## src/rtl/frame_fetch_pkg.sv

```systemverilog
// Shared types and defaults for the camera framebuffer path (frame_fetch,
// camera_read, framebuffer instance).
// Build option: FRAME_FETCH_SCALE2X_EN selects 2x2 pixel replication on readout.
package frame_fetch_pkg;

    typedef logic [11:0] rgb12_t;

    localparam int unsigned SRC_W_DEF        = 320;
    localparam int unsigned SRC_H_DEF        = 240;
    localparam int unsigned ADDR_W_DEF       = 17;
    localparam int unsigned BRAM_LATENCY_DEF = 2;
    localparam rgb12_t      BORDER_COLOR_DEF = 12'hFFF;

`ifdef FRAME_FETCH_SCALE2X_EN
    localparam int unsigned SCALE = 2;
`else
    localparam int unsigned SCALE = 1;
`endif

    // Video control bits carried alongside the framebuffer read latency
    typedef struct packed {
        logic hsync;
        logic vsync;
        logic blank;
        logic in_win;
    } vid_ctl_t;

endpackage

```

## src/rtl/frame_fetch_pipe_delay.sv

```systemverilog
// Fixed-depth shift register with synchronous active-low reset, used to
// align video control bits with the framebuffer read data.
module pipe_delay #(
    parameter int unsigned           WIDTH     = 1,
    parameter int unsigned           DEPTH     = 1,
    parameter logic [WIDTH-1:0]      RESET_VAL = '0
) (
    input  logic             pclk_in,
    input  logic             rst_n,
    input  logic [WIDTH-1:0] d,
    output logic [WIDTH-1:0] q
);

    logic [WIDTH-1:0] stage [DEPTH];

    // Shift d through DEPTH stages; reset loads every stage with RESET_VAL
    always_ff @(posedge pclk_in) begin
        if (!rst_n) begin
            for (int unsigned i = 0; i < DEPTH; i++) stage[i] <= RESET_VAL;
        end else begin
            stage[0] <= d;
            for (int unsigned i = 1; i < DEPTH; i++) stage[i] <= stage[i-1];
        end
    end

    assign q = stage[DEPTH-1];

endmodule

```

## src/rtl/frame_fetch.sv

```systemverilog
// VGA-side read stage of the camera framebuffer: turns xvga timing into a
// framebuffer port-B address and returns display-aligned RGB with delayed
// sync/blank. Address is built incrementally (row base + column).
// Build option: FRAME_FETCH_SCALE2X_EN -> each source pixel shown as 2x2.
module frame_fetch
    import frame_fetch_pkg::*;
#(
    parameter int unsigned SRC_W        = SRC_W_DEF,
    parameter int unsigned SRC_H        = SRC_H_DEF,
    parameter int unsigned ADDR_W       = ADDR_W_DEF,
    parameter int unsigned BRAM_LATENCY = BRAM_LATENCY_DEF,
    parameter rgb12_t      BORDER_COLOR = BORDER_COLOR_DEF
) (
    input  logic              clk_65mhz,
    input  logic              rst_n,
    input  logic [10:0]       hcount_in,
    input  logic [9:0]        vcount_in,
    input  logic              hsync_in,
    input  logic              vsync_in,
    input  logic              blank_in,
    input  logic [10:0]       x_origin_in,
    input  logic [9:0]        y_origin_in,
    output logic [ADDR_W-1:0] fb_addr_out,
    input  rgb12_t            fb_data_in,
    output rgb12_t            rgb_out,
    output logic              hsync_out,
    output logic              vsync_out,
    output logic              blank_out
);

    localparam logic [11:0]       WIN_W    = 12'(SCALE * SRC_W);
    localparam logic [10:0]       WIN_H    = 11'(SCALE * SRC_H);
    localparam logic [ADDR_W-1:0] ROW_STEP = ADDR_W'(SRC_W);
    localparam logic [ADDR_W-1:0] ROW_LAST = ADDR_W'(SRC_W * (SRC_H - 1));
    localparam logic [ADDR_W-1:0] COL_LAST = ADDR_W'(SRC_W - 1);
    localparam vid_ctl_t CTL_RESET = '{hsync: 1'b0, vsync: 1'b0, blank: 1'b1, in_win: 1'b0};

    logic              vsync_q;
    logic [10:0]       x0;
    logic [9:0]        y0;
    logic [ADDR_W-1:0] row_q, row_cur;
    logic [ADDR_W-1:0] col_q, col_cur, col_nxt;
    logic              line_vwin_q;
    logic              h_win, v_win, in_win;
    logic              line_start, col_start;
    vid_ctl_t          ctl_in, ctl_d;

    // Window test widened by one bit so origin + window size cannot wrap
    always_comb begin
        h_win      = ({1'b0, hcount_in} >= {1'b0, x0}) &&
                     ({1'b0, hcount_in} <  ({1'b0, x0} + WIN_W));
        v_win      = ({1'b0, vcount_in} >= {1'b0, y0}) &&
                     ({1'b0, vcount_in} <  ({1'b0, y0} + WIN_H));
        in_win     = h_win && v_win;
        line_start = (hcount_in == '0);
        col_start  = (hcount_in == x0);
    end

`ifdef FRAME_FETCH_SCALE2X_EN
    logic hphase_q, hphase_cur, hphase_nxt;
    logic vphase_q, vphase_cur;

    // Row/column counters are advanced on every other line/pixel for 2x2 replication.
    // The "_cur" values fold this cycle's restart so the address registered now is correct.
    always_comb begin
        row_cur    = row_q;
        vphase_cur = vphase_q;
        if (line_start) begin
            if (vcount_in == y0) begin
                row_cur    = '0;
                vphase_cur = 1'b0;
            end else if (line_vwin_q) begin
                vphase_cur = ~vphase_q;
                if (vphase_q && (row_q < ROW_LAST)) row_cur = row_q + ROW_STEP;
            end
        end
        col_cur    = col_start ? '0 : col_q;
        hphase_cur = col_start ? 1'b0 : hphase_q;
        col_nxt    = col_cur;
        hphase_nxt = hphase_cur;
        if (in_win) begin
            hphase_nxt = ~hphase_cur;
            if (hphase_cur && (col_cur != COL_LAST)) col_nxt = col_cur + 1'b1;
        end
    end

    // Replication phase registers
    always_ff @(posedge clk_65mhz) begin
        if (!rst_n) begin
            hphase_q <= 1'b0;
            vphase_q <= 1'b0;
        end else begin
            hphase_q <= hphase_nxt;
            vphase_q <= vphase_cur;
        end
    end
`else
    // Row/column counters; "_cur" values fold this cycle's restart so the
    // address registered now already reflects a new line or window start
    always_comb begin
        row_cur = row_q;
        if (line_start) begin
            if (vcount_in == y0)                        row_cur = '0;
            else if (line_vwin_q && (row_q < ROW_LAST)) row_cur = row_q + ROW_STEP;
        end
        col_cur = col_start ? '0 : col_q;
        col_nxt = col_cur;
        if (in_win && (col_cur != COL_LAST)) col_nxt = col_cur + 1'b1;
    end
`endif

    // Origin latch on vsync rise, counters, and registered read address
    always_ff @(posedge clk_65mhz) begin
        if (!rst_n) begin
            vsync_q     <= 1'b0;
            x0          <= '0;
            y0          <= '0;
            row_q       <= '0;
            col_q       <= '0;
            line_vwin_q <= 1'b0;
            fb_addr_out <= '0;
        end else begin
            vsync_q <= vsync_in;
            if (vsync_in && !vsync_q) begin
                x0 <= x_origin_in;
                y0 <= y_origin_in;
            end
            row_q <= row_cur;
            col_q <= col_nxt;
            if (line_start) line_vwin_q <= v_win;
            if (in_win)     fb_addr_out <= row_cur + col_cur;
        end
    end

    assign ctl_in = '{hsync: hsync_in, vsync: vsync_in, blank: blank_in, in_win: in_win};

    pipe_delay #(
        .WIDTH     ($bits(vid_ctl_t)),
        .DEPTH     (BRAM_LATENCY + 1),
        .RESET_VAL (CTL_RESET)
    ) u_ctl_pipe (
        .pclk_in (clk_65mhz),
        .rst_n   (rst_n),
        .d       (ctl_in),
        .q       (ctl_d)
    );

    // Output register: blanking wins, then window data, else border colour
    always_ff @(posedge clk_65mhz) begin
        if (!rst_n) begin
            rgb_out   <= '0;
            hsync_out <= 1'b0;
            vsync_out <= 1'b0;
            blank_out <= 1'b1;
        end else begin
            rgb_out   <= ctl_d.blank ? 12'h000 : (ctl_d.in_win ? fb_data_in : BORDER_COLOR);
            hsync_out <= ctl_d.hsync;
            vsync_out <= ctl_d.vsync;
            blank_out <= ctl_d.blank;
        end
    end

endmodule

```

## config.mk

```make
export PLATFORM = sky130hd
export DESIGN_NAME = frame_fetch
export DESIGN_NICKNAME = d
export VERILOG_FILES = /design/src/rtl/frame_fetch_pkg.sv /design/src/rtl/frame_fetch_pipe_delay.sv /design/src/rtl/frame_fetch.sv
export SDC_FILE = /design/constraint.sdc
export NUM_CORES = 1
export LEC_CHECK = 0
export CORE_ASPECT_RATIO = 0.75
export CORE_MARGIN = 1
export CORE_UTILIZATION = 54
export DETAILED_ROUTE_END_ITERATION = 8
export PLACE_DENSITY = 0.8
export SETUP_SLACK_MARGIN = 0.2
export SKIP_CTS_REPAIR_TIMING = 1
export SLEW_MARGIN = 20
export SYNTH_ARGS = -nofsm -noshare
export SYNTH_HDL_FRONTEND = slang
export SYNTH_HIERARCHICAL = 1
export SYNTH_SLANG_ARGS = --single-unit
```

## constraint.sdc

```tcl
create_clock -name clk_65mhz -period 5.1 [get_ports clk_65mhz]
set_clock_uncertainty 0.1 [all_clocks]
set_input_delay 0.51 -clock clk_65mhz [delete_from_list [all_inputs] [get_ports clk_65mhz]]
set_output_delay 0.51 -clock clk_65mhz [all_outputs]
set_load 0.005 [all_outputs]
```

Word-level counts from Yosys, hierarchy flattened
Memories as Yosys holds them, arrays and structs flattened.
Index checks and enable logic that the tools add are counted.
- RAM bits: 12
- register bits: 89
- logic and storage cells: 49
- input port bits: 59
- memories kept: 1
- $lt $le $gt $ge: 5
- bitwise gates (word level): 4
- muxes and demuxes: 11
- $add $sub $neg: 5
- eq/ne operators: 3
- reductions and logical operators: 9
- memory list (name ; words ; bits a word ; rd ports ; clocked after memory_dff ; write ports ; line ; text):
    u_ctl_pipe.stage ; 3 ; 4 ; 3 ; 0 ; 3 ; frame_fetch_pipe_delay.sv:14 ; logic [WIDTH-1:0] stage [DEPTH];
- operators with widths (operator ; number):
    two-way mux 17 bit ; 5
    adder 17 x 1 -> 17 bit, second input constant ; 1
    adder 17 bit ; 1
    adder 17 x 9 -> 17 bit, second input constant ; 1
    < comparator 17 bit, second input constant ; 1
    inequality test 17 x 9 -> 1 bit, second input constant ; 1
    adder 11 x 9 -> 12 bit, second input constant ; 1
    < comparator 11 x 12 -> 1 bit ; 1
    two-way mux 12 bit ; 1
    two-way mux 4 bit ; 3
    adder 10 x 8 -> 11 bit, second input constant ; 1
    equality test 11 bit ; 1
    greater-or-equal comparator 11 bit ; 1
    logical NOT 11 bit ; 1
    < comparator 10 x 11 -> 1 bit ; 1
    equality test 10 bit ; 1
    greater-or-equal comparator 10 bit ; 1
    logical AND 1 bit ; 6
    bitwise OR 1 bit ; 3
    two-way mux 1 bit ; 2
    OR reduction 2 bit ; 1
    logical NOT 1 bit ; 1
    NOT 1 bit ; 1

Logic depth before layout (Yosys ltp)
- depth in word-level cells: 6
- mapped depth: 16
- mapped depth without buffers: 15

Modules after synthesis
Netlist, hierarchy kept.
- modules (own cells, without submodules) (module ; times used ; area an instance (um^2) ; seq. area each (um^2) ; cells an instance):
    frame_fetch ; 1 ; 5288.8 ; 1781.7 ; 634
    pipe_delay ; 1 ; 352.8 ; 240.2 ; 29

Worst setup path after synthesis
No wires, ideal clock.
- path type: input -> register
- start point: input hcount_in[3]
- end point: register fb_addr_out[16]
- buffers on the path: 1
- setup slack: 1215 ps
- arrival: 3663 ps
- cell stages on the path: 14
- setup time: 122 ps
- path through: nor4_1 nand3_1 or4_1 clkbuf_1 and2_1 ha_1 fa_1 a211o_1 a21oi_1 o311a_1 nor2_1 o211ai_1 xnor2_1 o21ai_0
- longest elaborated chain between the ends: 3
- elaborated cells on any way between the ends: 9
- classes of those cells: add/sub (1); order compare (2); eq/ne (1); mux (2); reduce/logical (3)
- ends and longest elaborated chain (item ; line ; text):
    start: declaration ; frame_fetch.sv:16 ; input logic [10:0] hcount_in,
    logical NOT 11 bit ; frame_fetch.sv:55 ; line_start = (hcount_in == '0);
    two-way mux 17 bit ; frame_fetch.sv:102 ; if (line_start) begin
    named net row_cur[0] ; frame_fetch.sv:41 ; logic [ADDR_W-1:0] row_q, row_cur;
    adder 17 bit ; frame_fetch.sv:131 ; if (in_win) fb_addr_out <= row_cur + col_cur;
    end signal: assignment ; frame_fetch.sv:131 ;
    end: declaration ; frame_fetch.sv:23 ; output logic [ADDR_W-1:0] fb_addr_out,
The timed path passes the listed nets, and every way through them passes these cells.
A chain may end at the register's enable or synchronous reset.

Final worst setup path
- start point: input vcount_in[9]
- end point: register fb_addr_out[16]
- longest elaborated chain between the ends: 4
- elaborated cells on any way between the ends: 8
- classes of those cells: add/sub (1); order compare (2); eq/ne (1); mux (2); reduce/logical (2)
- ends and longest elaborated chain (item ; line ; text):
    start: declaration ; frame_fetch.sv:17 ; input logic [9:0] vcount_in,
    equality test 10 bit ; frame_fetch.sv:103 ; if (vcount_in == y0) row_cur = '0;
    two-way mux 17 bit ; frame_fetch.sv:103 ;
    two-way mux 17 bit ; frame_fetch.sv:102 ;
    named net row_cur[0] ; frame_fetch.sv:41 ;
    adder 17 bit ; frame_fetch.sv:131 ;
The timed path passes the listed nets, and every way through them passes these cells.

==> impl_metrics.py <==
metrics = {
    "logic_synthesis": {
        "synth.area.mux_share": 0.0302,
        "synthXorXnorAreaFrac": 0.0466,
        "synthFlopType": "dfxtp_1",
        "ys_ff_latch": 101,
        "synthCells": 663,
        "async_reset_ff_frac": 0,
        "synth_edf_count": 0,
        "synth_fa_ha_area_frac": 0.119,
        "synth.net_count": 775,
        "ys_types": 63,
        "netlist_area_mm2": 0.00564,
        "synth_top_family_by_area": "simple AND/OR/NAND/NOR gates",
        "yosys.area_share.simple": 0.226,
        "syn_area_per_cell_um2": 8.51,
        "synth_compound_area_frac": 0.166,
        "yosysSeqAreaShare": 0.358,
        "ys.warnings.count": 6,
    },
    "routing": {
        "drc": 0,
        "dr.first_iter.drc_count": 302,
        "vias": 5125,
        "avgViaCountPerCell": 5.82,
        "antenna_left": 0,
        "drt_wl_total_um": 14100,
        "dr.pass1.iters": 4,
        "wl_per_cell_um": 16.1,
    },
    "floorplanning": {
        "dieWidth_um": 120,
        "start_util": 0.570,
        "rows": 31,
        "dieArea_mm2": 0.0109,
        "core_mm2": 0.00989,
        "ios": 91,
        "die_y_um": 90.5,
    },
    "setup_path": {
        "setup.worst_path.start": "vcount_in[9]",
        "path_cells": "clkdlybuf4s50_1 > ha_1 > nand4_1 > or4_1 > and2_1 > ha_1 > fa_1 > a211o_1 > a21oi_1 > o311a_1 > nor2_1 > o211ai_1 > xnor2_1 > o21ai_0",
        "worst_path_most_repeated_cell": "ha_1",
        "r2r-start": "y0[4]$_SDFFE_PN0P_",
        "required_ps": 5230,
        "reg2reg_depth": 14,
        "cp_slowest_cell": "or4_1",
        "crit_fanout": 13,
        "start_kind": "input pin",
        "path_delay_family": "simple AND/OR/NAND/NOR gates",
        "crit_buf_inv": 1,
        "crit_path_end_kind": "flop",
        "crit_cells": 14,
        "timing.rr.end": "fb_addr_out[16]$_SDFFE_PN0P_",
        "critical_path_class": "in -> reg",
        "critPathMaxStageDelay_ps": 750,
        "r2r_slack_ps": 830,
        "worstPathArrival_ps": 4530,
    },
    "hold_path": {
        "hold_depth": 1,
        "hold_path_class": "reg -> reg",
        "hold_end": "u_ctl_pipe/stage[0][5]$_SDFF_PN1_",
        "min_from": "u_ctl_pipe/stage[0][1]$_SDFF_PN1_",
    },
    "pwr": {
        "cellLeakagePower_nw": 2.95,
        "power.density_mw_per_mm2": 251,
        "ir_worst_vdd_mv": 0.176,
    },
    "global_route": {
        "met3_usage": 0.0562,
        "grt-busiest-layer": "met2",
        "grt_start_max_net_pins": 44,
        "use_met1": 0.341,
        "antenna_found_initial": 0,
        "grt_pass1_wl_um": 22900,
        "grt_usage": 0.260,
        "grt_pass1_vias": 4900,
        "use_met2": 0.425,
        "overflow": 0,
    },
    "clock_network": {
        "cts_tree": "yes",
        "clock_latency_ps": 350,
        "clock_sink_count": 101,
        "cts.clk_slew.worst_paths_ps": 80,
        "root_buffer": "clkbuf_16",
        "numCtsBuffers": 9,
        "htreeDepth": 3,
        "clockBufferDepth": 2,
    },
    "cells_and_area": {
        "antenna_cells": 0,
        "drive_above_1_share": 0.0535,
        "final_nets": 855,
        "area_delta_synth_final_pct": 23.0,
        "fillers": 795,
    },
    "placed_design": {
        "place.detailed.hpwl_um": 10400,
        "place_congestion": 0.960,
        "portBuffers": 90,
    },
    "timing": {
        "max_slew_margin": 0.392,
        "rsz0062_at_grt": "false",
        "period_share": 0.864,
        "hold_viol_final": 0,
        "fin_tns_setup_ps": 0,
        "finalSetupViolations": 0,
        "worst_pin_slew_ps": 911,
        "fin_hold_ws_ps": 316,
        "fmax_ghz": 0.227,
        "slew_violations": 0,
        "layout_min_cycle_time_ps": 4410,
    },
    "run": {
        "maxCapViolations": 0,
    },
    "run_status": {
        "status": "completed",
    },
}
logic make-up (layout without fill, tap and decap cells):
logic type	after synthesis	count (layout)
and+or+nand+nor	242	242
buffers and inverters	74	159
adders and majority gates	53	53
AOI/OAI and AO/OA	146	146
xor gates and xnor gates	30	30
muxes	17	17
DFF	101	101
where the power goes:
| group | switching, mW | leakage (nW) | internal [mW] |
|---|---|---|---|
| sequential | 0.00993 | 0.819 | 0.805 |
| combinational | 0.117 | 1.98 | 0.111 |
| clock | 0.349 | 0.152 | 0.353 |
final cells by class:
class | instances | area [um2] | area share
Inverter | 46 | 173 | 0.0249
Multi-Input combinational cell | 488 | 3310 | 0.477
Clock buffer | 9 | 225 | 0.0324
Clock inverter | 7 | 91.3 | 0.0132
Tap cell | 132 | 165 | 0.0238
Sequential cell | 101 | 2020 | 0.291
Timing Repair Buffer | 97 | 953 | 0.137
flip-flops by register name, summed over array words and instances, names as in the netlist:
signal            count
col_q                17
fb_addr_out          17
row_q                17
rgb_out              12
u_ctl_pipe/stage     12
x0                   11
y0                   10
blank_out             1
hsync_out             1
line_vwin_q           1
vsync_out             1
vsync_q               1
Yosys cell counts, drive strengths merged, types with 2 or more instances:
cell type,count,area [um2]
dfxtp,101,2020
nand2,71,267
a21oi,67,335
ha,52,651
inv,45,169
nor2,38,143
and2,33,209
xnor2,20,175
clkbuf,19,71.3
o21ai,18,93.8
mux2i,17,170
nand3,16,80.1
nor3,15,75.1
nand2b,13,81.3
a21o,12,90.1
xor2,10,87.6
and3,9,56.3
buf,9,65.1
o31ai,9,67.6
or4,9,71.3
nand4,8,71.3
or3,8,50.1
and4,7,66.3
nor2b,5,31.3
nor4,5,37.5
o211ai,4,30.0
o21a,4,30.0
o311ai,4,35.0
o41ai,4,35.0
a211oi,3,22.5
a31oi,3,18.8
or2,3,18.8
a221oi,2,17.5
a311oi,2,23.8
a31o,2,17.5
and2b,2,15.0
layout by cell type (no fill, tap or decap), drive strengths merged, types with 9 or more instances in the layout:
| master | synthesis | routed |
|---|---|---|
| dfxtp | 101 | 101 |
| clkdlybuf4s50 | 0 | 90 |
| nand2 | 71 | 71 |
| a21oi | 67 | 67 |
| ha | 52 | 52 |
| inv | 45 | 47 |
| nor2 | 38 | 38 |
| and2 | 33 | 33 |
| xnor2 | 20 | 20 |
| o21ai | 18 | 18 |
| mux2i | 17 | 17 |
| nand3 | 16 | 16 |
| nor3 | 15 | 15 |
| nand2b | 13 | 13 |
| a21o | 12 | 12 |
| xor2 | 10 | 10 |
| o31ai | 9 | 9 |
| and3 | 9 | 9 |
| clkbuf | 19 | 9 |
| or4 | 9 | 9 |
worst max-delay path by stage:
stage / to / slack [ps]
final: fb_addr_out[16]$_SDFFE_PN0P_ / 690
after global routing: fb_addr_out[15]$_SDFFE_PN0P_ / 380
after CTS: fb_addr_out[16]$_SDFFE_PN0P_ / 720
after detailed placement: fb_addr_out[16]$_SDFFE_PN0P_ / 380
after global placement: fb_addr_out[16]$_SDFFE_PN0P_ / 520
after floorplan: fb_addr_out[16]$_SDFFE_PN0P_ / 1210
worst reg2reg max path: stages, from the launching register on:
cell,delay (ps)
dfxtp_1,390
inv_1,90
ha_1,330
nand4_1,190
or4_1,730
and2_1,250
ha_1,220
fa_1,450
a211o_1,350
a21oi_1,260
o311a_1,240
nor2_1,80
o211ai_1,220
xnor2_1,140
o21ai_0,100
metal layers:
layer | up-vias | wire [um]
met4 | 0 | 249
met3 | 27 | 977
li1 | 2493 | -
met5 | - | 0
met1 | 2415 | 6530
met2 | 190 | 6380
stage by stage:
step | util | cells | setup slack (ps) | instance area (um2) | total power [mW]
after detailed placement | 0.670 | 864 | 380 | 6620 | 1.06
after global placement | 0.670 | 864 | 517 | 6620 | 1.05
after floorplan | - | 663 | 1210 | 5640 | 0.969
after CTS | 0.702 | 880 | 724 | 6940 | 1.75
after global routing | 0.702 | 880 | 379 | 6940 | 1.81
final | 0.702 | 880 | 693 | 6940 | 1.74
Note: power is estimated with default switching activity, not from simulation.
